<file path="config.mk">
export PLATFORM = sky130hd
export DESIGN_NAME = adc_clock
export DESIGN_NICKNAME = d
export VERILOG_FILES = /design/src/rtl/adc_clock.sv
export SDC_FILE = /design/constraint.sdc
export NUM_CORES = 1
export LEC_CHECK = 0
export CAP_MARGIN = 20
export CORE_MARGIN = 8
export CORE_UTILIZATION = 55
export CTS_CLUSTER_SIZE = 16
export DETAILED_ROUTE_END_ITERATION = 10
export GPL_ROUTABILITY_DRIVEN = 0
export PLACE_DENSITY = 0.74
export SLEW_MARGIN = 0
export SYNTH_ARGS = -nofsm -noshare
export SYNTH_HDL_FRONTEND = slang
export SYNTH_SLANG_ARGS = --single-unit
</file>
<file path="constraint.sdc">
create_clock -name clk -period 3.62 [get_ports clk]
set_clock_uncertainty 0.05 [all_clocks]
set_input_delay 0.724 -clock clk [delete_from_list [all_inputs] [get_ports clk]]
set_output_delay 0.724 -clock clk [all_outputs]
set_load 0.02 [all_outputs]
</file>
<file path="src/rtl/adc_clock.sv">
// ADC sample-clock divider and comparator-gated peak capture for the MCA front end.
// Optional pile-up counter during the dead window is enabled by defining ADC_CLOCK_PILEUP_EN.
module adc_clock #(
  parameter int DATA_W    = 10,
  parameter int ADC_DIV   = 2,
  parameter int MIN_WIDTH = 2,
  parameter int DEAD_TIME = 0
) (
  input  logic              clk,
  input  logic              rst,
  input  logic              comparator,
  input  logic [DATA_W-1:0] adc_in,
  output logic              adc_clk,
  output logic [DATA_W-1:0] peak,
  output logic              peak_valid,
  output logic              reject,
  output logic              busy
`ifdef ADC_CLOCK_PILEUP_EN
  ,
  output logic [15:0]       pileup_cnt
`endif
);

  localparam int CNT_W = (ADC_DIV > 2) ? $clog2(ADC_DIV) : 1;
  localparam logic [CNT_W-1:0] DIV_LAST = CNT_W'(ADC_DIV - 1);
  localparam logic [CNT_W-1:0] DIV_HALF = CNT_W'(ADC_DIV / 2);
  localparam logic [15:0] MIN_W     = 16'(MIN_WIDTH);
  localparam logic [15:0] DEAD_LAST = 16'(DEAD_TIME - 1);

  localparam logic [1:0] IDLE  = 2'd0;
  localparam logic [1:0] TRACK = 2'd1;
  localparam logic [1:0] DEAD  = 2'd2;

  logic [1:0]        state;
  logic [CNT_W-1:0]  cnt;
  logic              sample_en;
  logic              sync1, sync2, sync3;
  logic              rise, fall;
  logic [DATA_W-1:0] acc, acc_nx;
  logic [15:0]       width, width_nx;
  logic [15:0]       dead_cnt;

  // adc_clk is registered from the current count, so it rises on the edge that ends the cnt==0 cycle.
  always_ff @(posedge clk or posedge rst) begin
    if (rst) begin
      cnt     <= '0;
      adc_clk <= 1'b0;
    end else begin
      cnt     <= (cnt == DIV_LAST) ? '0 : cnt + 1'b1;
      adc_clk <= (cnt < DIV_HALF);
    end
  end

  assign sample_en = (cnt == '0);

  always_ff @(posedge clk or posedge rst) begin
    if (rst) begin
      sync1 <= 1'b0;
      sync2 <= 1'b0;
      sync3 <= 1'b0;
    end else begin
      sync1 <= comparator;
      sync2 <= sync1;
      sync3 <= sync2;
    end
  end

  assign rise = sync2 & ~sync3;
  assign fall = ~sync2 & sync3;
  assign busy = (state != IDLE);

  // A sample landing in the fall cycle is folded in before the width/peak decision.
  always_comb begin
    acc_nx   = acc;
    width_nx = width;
    if (sample_en) begin
      width_nx = (width == '1) ? width : width + 16'd1;
      if (adc_in > acc) acc_nx = adc_in;
    end
  end

  always_ff @(posedge clk or posedge rst) begin
    if (rst) begin
      state      <= IDLE;
      acc        <= '0;
      width      <= '0;
      dead_cnt   <= '0;
      peak       <= '0;
      peak_valid <= 1'b0;
      reject     <= 1'b0;
    end else begin
      peak_valid <= 1'b0;
      reject     <= 1'b0;
      case (state)
        IDLE: begin
          if (rise) begin
            state <= TRACK;
            acc   <= '0;
            width <= '0;
          end
        end
        TRACK: begin
          acc   <= acc_nx;
          width <= width_nx;
          if (fall) begin
            if (width_nx >= MIN_W) begin
              peak       <= acc_nx;
              peak_valid <= 1'b1;
            end else begin
              reject <= 1'b1;
            end
            dead_cnt <= '0;
            state    <= (DEAD_TIME == 0) ? IDLE : DEAD;
          end
        end
        DEAD: begin
          if (dead_cnt == DEAD_LAST) state <= IDLE;
          else dead_cnt <= dead_cnt + 16'd1;
        end
        default: state <= IDLE;
      endcase
    end
  end

`ifdef ADC_CLOCK_PILEUP_EN
  always_ff @(posedge clk or posedge rst) begin
    if (rst) pileup_cnt <= '0;
    else if ((state == DEAD) && rise && (pileup_cnt != '1)) pileup_cnt <= pileup_cnt + 16'd1;
  end
`endif

endmodule

</file>
==> results.yml, run 1 <==
sta:
  max_slew_margin: 0.314
  fin_crit_sh: 0.916
  grt_setup_unrepaired: "no"
  hold_viol_final: 0
  fmaxAchievable_mhz: 302
  setup_viol: 0
  worstMarginPinSlew_ps: 1020
  setup_slack_ps: 305
  layout_min_cycle_time_ps: 3310
  drv_slew: 0
  holdWs_ps: 323
clocking:
  htree_levels: 2
  clock-sinks: 43
  clk_latency_ps: 290
  cts_buffers: 5
  cts_tree: "yes"
  cts-hold-fix-buffers: 0
  cts_root_buf: "clkbuf_8"
  postCtsSetupBuffers: 0
  postCtsResizedCells: 0
  clockBufferDepth: 2
  clkTransAtPathRegs_ps: 80
grt:
  grt_pass1_wl_um: 9530
  grt_max_degree: 29
  grt-ovfl-total: 0
  antenna_found_initial: 0
  first_global_vias: 1983
  track_usage: 0.161
detailed_routing:
  drtPass1Iterations: 4
  ant_nets: 0
  wirelength_um: 5410
  drt_iter0_markers: 85
  drc: 0
  vias_per_cell: 6.03
  routed-via-count: 2025
  routedWlPerCell_um: 16.1
run_status:
  status: "completed"
setup_path:
  worstReg2RegEnd: "peak[1]$_DFFE_PP0P_"
  cp_cell_sequence: "clkdlybuf4s50_1 -> ha_1 -> nand4_1 -> o21ai_0 -> a21oi_1 -> nor4_4 -> mux2_2 -> mux2_1"
  cp_max_fo: 19
  path_buf_inv: 1
  path_depth: 8
  endpoint_kind: "register"
  crit_family: "simple AND/OR/NAND/NOR gates"
  worstSetupEndpoint: "peak[1]$_DFFE_PP0P_"
  r2r_start: "width[1]$_DFFE_PP0P_"
  critPathSlowestCell: "nor4_4"
  cp.arrival_ps: 3440
  startpoint: "adc_in[4]"
  reg2regPathDepth: 9
  cp.required_ps: 3750
  r2r_setup_slack_ps: 360
  cpPeakStageDelay_ps: 850
  crit_type: "input port to register"
  crit_path_start_kind: "input port"
logic_synthesis:
  synth_nets: 282
  ys_types: 45
  synth_edf_count: 0
  synthArstFlopShare: 1.00
  synth_seq_area_share: 0.430
  syn_avg_cell_area_sq_um: 9.70
  syn_area_sq_mm: 0.00250
  synth_cells: 258
  synthFlopType: "dfrtp_1"
  ys_ff_latch: 43
  ys_warn_count: 0
power:
  power.leakage_nw: 1.29
  power.total_w: 0.00138
  ir_drop_uv: 199
  pwr-share-comb: 0.286
  p_int_w: 0.000971
  netSwitchingFraction: 0.297
  power.net_switching_w: 0.000411
  powerDensity_mw_per_mm2: 469
  pwr-share-seq: 0.435
  power_frac_clock: 0.280
floorplanning:
  die_area_sq_mm: 0.00697
  start_util: 0.571
  core_area_sq_mm: 0.00438
  die_x_um: 83.5
  rows: 24
  num_io_pins: 27
  die_h_um: 83.5
finish:
  post-route-util: 0.672
  drive_gt1_frac: 0.113
  area_growth_pct: 17.7
  fin_cells: 336
  layout_common_cells: "dfrtp_1 (43), clkdlybuf4s50_1 (26), o21ai_0 (21)"
  n_fill_cell: 365
  antennaDiodeCount: 0
  final_common_cell: "dfrtp_1"
  nets: 307
place:
  pre_cts_slack_ps: 5.47
  port_buffers: 26
  dp_hpwl_um: 3890
  dp.cells: 328
job:
  max-cap-violations: 0
min_path:
  hold_path_class: "register to register"
-- synthesized netlist by cell type, types with 2 or more instances --
| cell type | count | area share |
|---|---|---|
| nor4_1 | 3 | 0.0075 |
| or4_1 | 2 | 0.0060 |
| ha_1 | 11 | 0.055 |
| xnor2_1 | 8 | 0.028 |
| a32o_1 | 9 | 0.036 |
| nor2_1 | 13 | 0.019 |
| a21o_1 | 3 | 0.0090 |
| nand3_1 | 10 | 0.020 |
| a31oi_1 | 5 | 0.012 |
| mux2_1 | 10 | 0.045 |
| a22o_1 | 4 | 0.014 |
| and2_1 | 2 | 0.0050 |
| clkbuf_1 | 12 | 0.018 |
| mux2_2 | 10 | 0.045 |
| nor3_1 | 6 | 0.012 |
| buf_2 | 3 | 0.0060 |
| nand2_1 | 17 | 0.025 |
| dfrtp_1 | 43 | 0.43 |
| o21ai_0 | 21 | 0.042 |
| inv_1 | 19 | 0.028 |
| o21bai_1 | 3 | 0.0090 |
| nand4_1 | 9 | 0.022 |
| a21oi_1 | 10 | 0.020 |
| and3_1 | 4 | 0.010 |
-- layer usage --
layer,vias up,routed length [um],GRT usage
met5,-,0,0
met4,0,48,0.0392
met3,5,301,0.0459
met2,50,2570,0.250
met1,979,2490,0.216
li1,991,-,-
-- layout make-up --
class                   count  area [sq um]  share of cell area
well taps                  52          65.1              0.0221
repair buffers             35           328               0.111
clock buffers               6          82.6              0.0280
flip-flops and latches     43          1080               0.365
multi-input cells         178          1290               0.436
inverters                  20          75.1              0.0255
clock inverters             2          35.0              0.0119
-- registers in the layout (all words and copies together) (netlist names) --
signal	flops
acc	10
adc_clk	1
peak	10
peak_valid	1
reject	1
state	1
sync1	1
sync2	1
sync3	1
width	16
-- power groups by stage --
stage	combinational [W]	sequential, W	clock (W)
after detailed placement	0.000399	0.000611	0
final	0.000395	0.000601	0.000386
after global placement	0.000391	0.000609	0
after CTS	0.000401	0.000601	0.000393
after global routing	0.000435	0.000611	0.000413
after floorplan	0.000183	0.000657	0
-- metrics by stage --
step | TNS, ps | cell area, sq um
5_1_grt | 0 | 2950
6_report | 0 | 2950
3_3_place_gp | -74.6 | 2830
3_5_place_dp | 0 | 2830
2_1_floorplan | 0 | 2500
4_1_cts | 0 | 2950
-- worst reg2reg max path, cell delays in order (launching register included) --
cell	delay, ps
dfrtp_1	410
ha_1	300
nand3_1	140
o41a_1	440
nor3b_1	190
or3_1	310
a2111o_1	470
o311ai_2	230
buf_4	250
mux2_1	350
-- logic make-up (layout without fill, tap and decap cells) --
kind of cell               after synthesis  count (layout)  share of synthesized area
xor gates and xnor gates                 8               8                     0.0280
DFF                                     43              43                      0.430
and+or+nand+nor                         74              74                      0.157
adders and majority gates               11              11                     0.0550
muxes                                   21              21                     0.0940
buffers and inverters                   37              63                     0.0600
AOI/OAI and AO/OA                       64              64                      0.176
-- how the worst min path moves through the flow --
stage                     from         endpoint  slack (ps)  cells after the start
6_report       sync1$_DFF_PP0_  sync2$_DFF_PP0_         320                      0
4_1_cts        sync1$_DFF_PP0_  sync2$_DFF_PP0_         320                      0
2_1_floorplan  sync1$_DFF_PP0_  sync2$_DFF_PP0_         280                      0
3_3_place_gp   sync1$_DFF_PP0_  sync2$_DFF_PP0_         280                      0
5_1_grt        sync1$_DFF_PP0_  sync2$_DFF_PP0_         340                      0
3_5_place_dp   sync1$_DFF_PP0_  sync2$_DFF_PP0_         300                      0
Power figures use the tool's default switching activity.
==> inputs of run 2 (changes only) <==
--- a/config.mk
+++ b/config.mk
@@ -10,7 +10,6 @@
 export CORE_UTILIZATION = 55
 export CTS_CLUSTER_SIZE = 16
 export DETAILED_ROUTE_END_ITERATION = 10
-export GPL_ROUTABILITY_DRIVEN = 0
 export PLACE_DENSITY = 0.74
 export SLEW_MARGIN = 0
 export SYNTH_ARGS = -nofsm -noshare
==> results of run 2 <==
The final DEF is identical to that of run 1; final timing and power are the same.
